--- config.mk ---
export PLATFORM = sky130hd
export DESIGN_NAME = vga_fill_engine
export DESIGN_NICKNAME = d
export VERILOG_FILES = /design/src/rtl/vga_fill_engine.sv
export SDC_FILE = /design/constraint.sdc
export NUM_CORES = 1
export LEC_CHECK = 0
export BUFFER_PORTS_ARGS = -buffer_cell sky130_fd_sc_hd__clkbuf_2
export CAP_MARGIN = 5
export CORE_UTILIZATION = 24
export DETAILED_ROUTE_END_ITERATION = 8
export GPL_TIMING_DRIVEN = 0
export PLACE_DENSITY = 0.48
export SYNTH_ARGS = -nofsm -noshare
export SYNTH_HDL_FRONTEND = slang
export SYNTH_SLANG_ARGS = --single-unit
--- constraint.sdc ---
create_clock -name clk -period 3.1 [get_ports clk]
set_input_delay 0 -clock clk [delete_from_list [all_inputs] [get_ports clk]]
set_output_delay 0 -clock clk [all_outputs]
set_load 0.03 [all_outputs]
--- src/rtl/vga_fill_engine.sv ---
// Rectangle fill engine on the CPU-to-framebuffer write path.
// Ordinary CPU writes pass through and take priority over engine writes.
module vga_fill_engine #(
  parameter int WIDTH  = 640,
  parameter int HEIGHT = 480
) (
  input  logic        clk,
  input  logic        reset,
  input  logic [23:0] cpu_addr,
  input  logic [31:0] cpu_datain,
  input  logic        cpu_we,
  output logic [23:0] fb_addr,
  output logic [31:0] fb_datain,
  output logic        fb_we,
  output logic        busy,
  output logic        done
);

  typedef enum logic [1:0] {
    S_IDLE,
    S_FILL,
    S_SWAP,
    S_DONE
  } state_t;

  localparam logic [23:0] A_RECT0 = 24'hfffff0;
  localparam logic [23:0] A_RECT1 = 24'hfffff4;
  localparam logic [23:0] A_CMD   = 24'hfffff8;
  localparam logic [23:0] A_SWAP  = 24'hfffffc;
  localparam logic [9:0]  XMAX    = 10'(WIDTH - 1);
  localparam logic [9:0]  YMAX    = 10'(HEIGHT - 1);

  state_t      state_q;
  logic [9:0]  rx0_q, ry0_q, rx1_q, ry1_q;
  logic [9:0]  wx0_q, wx1_q, wy1_q;
  logic [9:0]  x_q, y_q;
  logic        col_q, swap_q;
  logic        busy_q, done_q;

  logic        wr_rect0, wr_rect1, wr_cmd;
  logic        is_reg, stall;
  logic [9:0]  x1_d, y1_d;
  logic        empty_d;
  logic        eng_we;
  logic [23:0] eng_addr;
  logic [31:0] eng_data;

  // Decode CPU writes: engine registers vs. framebuffer pass-through
  always_comb begin
    wr_rect0 = cpu_we && (cpu_addr == A_RECT0);
    wr_rect1 = cpu_we && (cpu_addr == A_RECT1);
    wr_cmd   = cpu_we && (cpu_addr == A_CMD);
    is_reg   = (cpu_addr == A_RECT0) || (cpu_addr == A_RECT1) ||
               (cpu_addr == A_CMD);
    stall    = cpu_we && !is_reg;
  end

  // Clamp far corner to the screen and detect an empty rectangle
  always_comb begin
    x1_d    = (rx1_q > XMAX) ? XMAX : rx1_q;
    y1_d    = (ry1_q > YMAX) ? YMAX : ry1_q;
    empty_d = (rx0_q > x1_d) || (ry0_q > y1_d) ||
              (rx0_q > XMAX) || (ry0_q > YMAX);
  end

  // Engine write port, suppressed while a CPU write owns the bus
  always_comb begin
    eng_we   = !stall && ((state_q == S_FILL) || (state_q == S_SWAP));
    eng_addr = (state_q == S_SWAP) ? A_SWAP : {4'h0, y_q, x_q};
    eng_data = (state_q == S_SWAP) ? 32'h0 : {31'b0, col_q};
  end

  // Framebuffer bus mux: CPU pass-through has priority
  always_comb begin
    if (stall) begin
      fb_we     = 1'b1;
      fb_addr   = cpu_addr;
      fb_datain = cpu_datain;
    end else begin
      fb_we     = eng_we;
      fb_addr   = eng_addr;
      fb_datain = eng_data;
    end
  end

  assign busy = busy_q;
  assign done = done_q;

  // Register file, operation latch and fill sequencer
  always_ff @(posedge clk) begin
    if (reset) begin
      state_q <= S_IDLE;
      rx0_q   <= '0;
      ry0_q   <= '0;
      rx1_q   <= '0;
      ry1_q   <= '0;
      wx0_q   <= '0;
      wx1_q   <= '0;
      wy1_q   <= '0;
      x_q     <= '0;
      y_q     <= '0;
      col_q   <= 1'b0;
      swap_q  <= 1'b0;
      busy_q  <= 1'b0;
      done_q  <= 1'b0;
    end else begin
      done_q <= 1'b0;
      if (wr_rect0) begin
        rx0_q <= cpu_datain[9:0];
        ry0_q <= cpu_datain[25:16];
      end
      if (wr_rect1) begin
        rx1_q <= cpu_datain[9:0];
        ry1_q <= cpu_datain[25:16];
      end
      unique case (state_q)
        S_IDLE: begin
          if (wr_cmd) begin
            col_q  <= cpu_datain[0];
            swap_q <= cpu_datain[1];
            wx0_q  <= rx0_q;
            wx1_q  <= x1_d;
            wy1_q  <= y1_d;
            x_q    <= rx0_q;
            y_q    <= ry0_q;
            busy_q <= 1'b1;
            if (!empty_d) begin
              state_q <= S_FILL;
            end else if (cpu_datain[1]) begin
              state_q <= S_SWAP;
            end else begin
              state_q <= S_DONE;
              done_q  <= 1'b1;
            end
          end
        end
        S_FILL: begin
          if (!stall) begin
            if (x_q == wx1_q) begin
              if (y_q == wy1_q) begin
                if (swap_q) begin
                  state_q <= S_SWAP;
                end else begin
                  state_q <= S_DONE;
                  done_q  <= 1'b1;
                end
              end else begin
                x_q <= wx0_q;
                y_q <= y_q + 10'd1;
              end
            end else begin
              x_q <= x_q + 10'd1;
            end
          end
        end
        S_SWAP: begin
          if (!stall) begin
            state_q <= S_DONE;
            done_q  <= 1'b1;
          end
        end
        S_DONE: begin
          state_q <= S_IDLE;
          busy_q  <= 1'b0;
        end
        default: state_q <= S_IDLE;
      endcase
    end
  end

endmodule

==> flow_summary.ini <==
[status]
result_of_the_run = finished clean

[timing]
final_hold_viol_count = 0
post-route-worst-setup-slack_ns = 0.314
timing_max_transition_violations_final = 0
final.setup.tns_ns = 0
rsz0062_at_grt = false
finClkSkew_ns = 0.00589
fmax_ghz = 0.359
tightestPinTransition_ns = 0.825
relSlewSlack_pct = 44.6
fin_crit_sh_pct = 89.9
min_period_ns = 2.79
setup-violations-final = 0
holdWs_ns = 0.0322

[grt]
wire_length_of_the_first_global_routing_pass_um = 28500
antenna_found_initial = 0
globalRouteTotalUtil_pct = 15.4
via_count_of_the_first_global_routing_pass = 5027
final_global_route_overflow_total = 0
maximum_number_of_pins_on_one_net_before_global_route_repair = 16

[yosys]
synth_top_area_cell = sky130_fd_sc_hd__dfxtp_1
ys_warn_count = 0
synth_area_leaders = sky130_fd_sc_hd__dfxtp_1, sky130_fd_sc_hd__nand2_1, sky130_fd_sc_hd__nor2_1, sky130_fd_sc_hd__a21oi_1, sky130_fd_sc_hd__ha_1
post_synth_instance_area_sq_mm = 0.00563
netlist_instances = 736
sequential_area_share_after_synthesis_pct = 34.1
syn-mean-instance-area_sq_um = 7.65
synth-seq-cells = 96
synth_largest_type_area_fraction_pct = 34.1
mappedNetlistNets = 821
ys_async_sr_fraction_pct = 0
yosys_most_used_dff = sky130_fd_sc_hd__dfxtp_1
post_synth_num_cell_types = 63
synth-edff-count = 0

[layout]
post-route-util_pct = 31.1
fin_area_sq_mm = 0.00711
antenna_diode_count = 0
final_net_count = 967
multi_input_gate_area_sq_mm = 0.00343
drive_gt1_share_pct = 18.5
fin_cells = 1200
fill_cells = 2522
area_delta_synth_final_pct = 26.4
layout.area.seq_sq_mm = 0.00192

[critical_path]
worst-path-max-fanout = 7
worst-endpoint-arrival_ns = 2.99
critical_path.endpoint = done
r2r-start = rx1_q[9]
crit_path_start_kind = flip-flop
path_cells = inv_1, nor2_2, nor2_1, ha_1, a21oi_1, o21ai_0, a2111oi_1, o22ai_1, o21ai_1, a211oi_2
reg2reg_slack_ns = 0.31
critPathMaxStageDelay_ns = 0.56
cell_with_the_largest_stage_delay_on_the_worst_path = sky130_fd_sc_hd__a2111oi_1
reg2regPathDepth = 10
critical_path.reg2reg.endpoint = done
critPathCaptureType = flip-flop
critPathKind = flip-flop to flip-flop
required_ns = 3.31
worst_setup_path_startpoint = rx1_q[9]

[floorplan]
core_area_sq_mm = 0.0228
die_h_um = 155
design.die.area_sq_mm = 0.0241
floorplan.die.width_um = 155
core.rowCount = 55
initial_core_util_pct = 24.6
ios = 118

[clock_tree]
clockRootBuffer = sky130_fd_sc_hd__clkbuf_16
cts_htree_levels = 3
clk_latency_ns = 0.35
cts_buffer_depth = 2
numCtsBuffers = 9
cts_post_setup_buffers_inserted = 0
tritoncts_clock_tree = yes
cts.clk_slew.worst_paths_ns = 0.07
cts_num_sinks = 96

[detailed_routing]
drt-initial-drc-count = 447
post_drt_via_cell_ratio = 4.60
via_count = 5521
drc = 0
post_detailed_route_wirelength_per_cell_um = 15.2
drt_pre_antenna_iters = 5
postRouteAntennaNets = 0
wl_um = 18200

[placed_design]
dp_slack_ns = 0.0607
dpl-instance-area_sq_mm = 0.00660
dp.cells = 1165
gp_congestion = 0.821
place.detailed.hpwl_um = 14100
io_buffers = 116

[power]
power_frac_clock_pct = 32.8
power.density_cell_area_mw_per_mm2 = 514
power_mw = 3.66
power_switching_share_pct = 34.9
static-leakage-power_nw = 3.06
combinational_power_share_pct = 31.2
internal_power_mw = 2.38
worst_ir_drop_on_vdd_mv = 0.248
power_switching_mw = 1.28
power.sequential.fraction_pct = 36.0

[flow_run]
maxCapViolCount = 0

[worst_hold_path]
timing.hold.worst_path_depth = 3
hold_path.startpoint = cpu_datain[1]
hold_class = primary input to flip-flop
-- layout make-up --
cell class	instances	area share [%]
clock buffers	12	3.75
well taps	313	5.50
clock inverters	4	0.721
flip-flops and latches	96	27.0
plain buffers	52	3.01
repair buffers	135	10.8
inverters	17	0.897
multi-input cells	571	48.3
-- routing by layer --
metal	up-vias	track usage, %	wire [um]
met3	11	1.89	1030
met2	184	23.0	7370
met5	-	0	0
met1	2491	22.9	9590
li1	2835	-	-
met4	0	4.71	225
-- critical path, delay by kind of cell (launching register included) --
family / cells / cell delay [ns]
flops: 1 / 0.38
simple gates: 2 / 0.37
compound gates: 6 / 1.46
buf+inv: 1 / 0.11
fa+ha+maj: 1 / 0.32
-- synth_stat cells (2+ instances only) --
cell type	count
sky130_fd_sc_hd__o21ai_0	40
sky130_fd_sc_hd__mux2_2	9
sky130_fd_sc_hd__a31oi_1	2
sky130_fd_sc_hd__and3_1	7
sky130_fd_sc_hd__ha_1	26
sky130_fd_sc_hd__inv_1	17
sky130_fd_sc_hd__nor3_1	9
sky130_fd_sc_hd__a41o_1	2
sky130_fd_sc_hd__a21o_1	4
sky130_fd_sc_hd__a2111oi_0	2
sky130_fd_sc_hd__nand2b_1	4
sky130_fd_sc_hd__or2_2	3
sky130_fd_sc_hd__nand4_1	12
sky130_fd_sc_hd__clkbuf_1	42
sky130_fd_sc_hd__buf_2	9
sky130_fd_sc_hd__nor4_1	6
sky130_fd_sc_hd__mux2i_1	30
sky130_fd_sc_hd__and4_1	3
sky130_fd_sc_hd__nand4b_1	3
sky130_fd_sc_hd__nand3_1	9
sky130_fd_sc_hd__dfxtp_1	96
sky130_fd_sc_hd__a32o_1	7
sky130_fd_sc_hd__xor2_1	19
sky130_fd_sc_hd__and2_1	33
sky130_fd_sc_hd__nand2_1	111
sky130_fd_sc_hd__nand3b_1	3
sky130_fd_sc_hd__a21oi_1	72
sky130_fd_sc_hd__a22oi_1	2
sky130_fd_sc_hd__nor2_1	106
sky130_fd_sc_hd__o22ai_1	2
sky130_fd_sc_hd__or3_1	2
sky130_fd_sc_hd__xnor2_1	9
sky130_fd_sc_hd__a211oi_1	4
sky130_fd_sc_hd__o32ai_1	2
-- placed cells by master, fill, tap and decap left out, drive strengths merged, types with 10 or more instances in the layout --
cell / count
xor2: 19
mux2i: 30
o21ai: 42
buf: 10
clkbuf: 170
ha: 26
dfxtp: 96
dlygate4sd3: 19
a21oi: 72
nand2: 111
nor2: 106
and2: 33
inv: 17
nand4: 13
-- cells by family after synthesis --
family	share of synthesized area [%]
DFF	34.1
buffers and inverters	4.93
muxes	7.13
and+or+nand+nor	26.6
xor gates and xnor gates	4.36
adders and majority gates	5.78
other	0.0666
AOI/OAI and AO/OA	17.0
-- repair_timing --
action / in CTS / in global routing
resized for setup: 0 / 2
hold endpoints to repair: 37 / 0
endpoints found under the setup margin: 0 / 3
hold buffers: 19 / 0
-- state kept, by name, summed over array words and instances, names as in the netlist --
register	cells
rx0_q	10
rx1_q	10
ry0_q	10
ry1_q	10
wx0_q	10
wx1_q	10
wy1_q	10
x_q	10
y_q	10
state_q	2
busy	1
col_q	1
done	1
swap_q	1
-- power groups by stage --
stage | clock network (mW) | logic (mW) | registers, mW
4_1_cts | 1.23 | 1.14 | 1.32
3_3_place_gp | 0 | 1.12 | 1.34
3_5_place_dp | 0 | 1.12 | 1.34
6_report | 1.20 | 1.14 | 1.32
2_1_floorplan | 0 | 0.799 | 1.33
5_1_grt | 1.29 | 1.24 | 1.32
-- worst min-delay path by stage --
stage          slack (ns)        to
2_1_floorplan        0.14     col_q
3_3_place_gp         0.27  ry1_q[3]
3_5_place_dp         0.27  ry1_q[4]
4_1_cts              0.01  rx1_q[1]
5_1_grt              0.05  rx1_q[1]
6_report             0.03  rx1_q[1]
(Power assumes the default switching activity.)
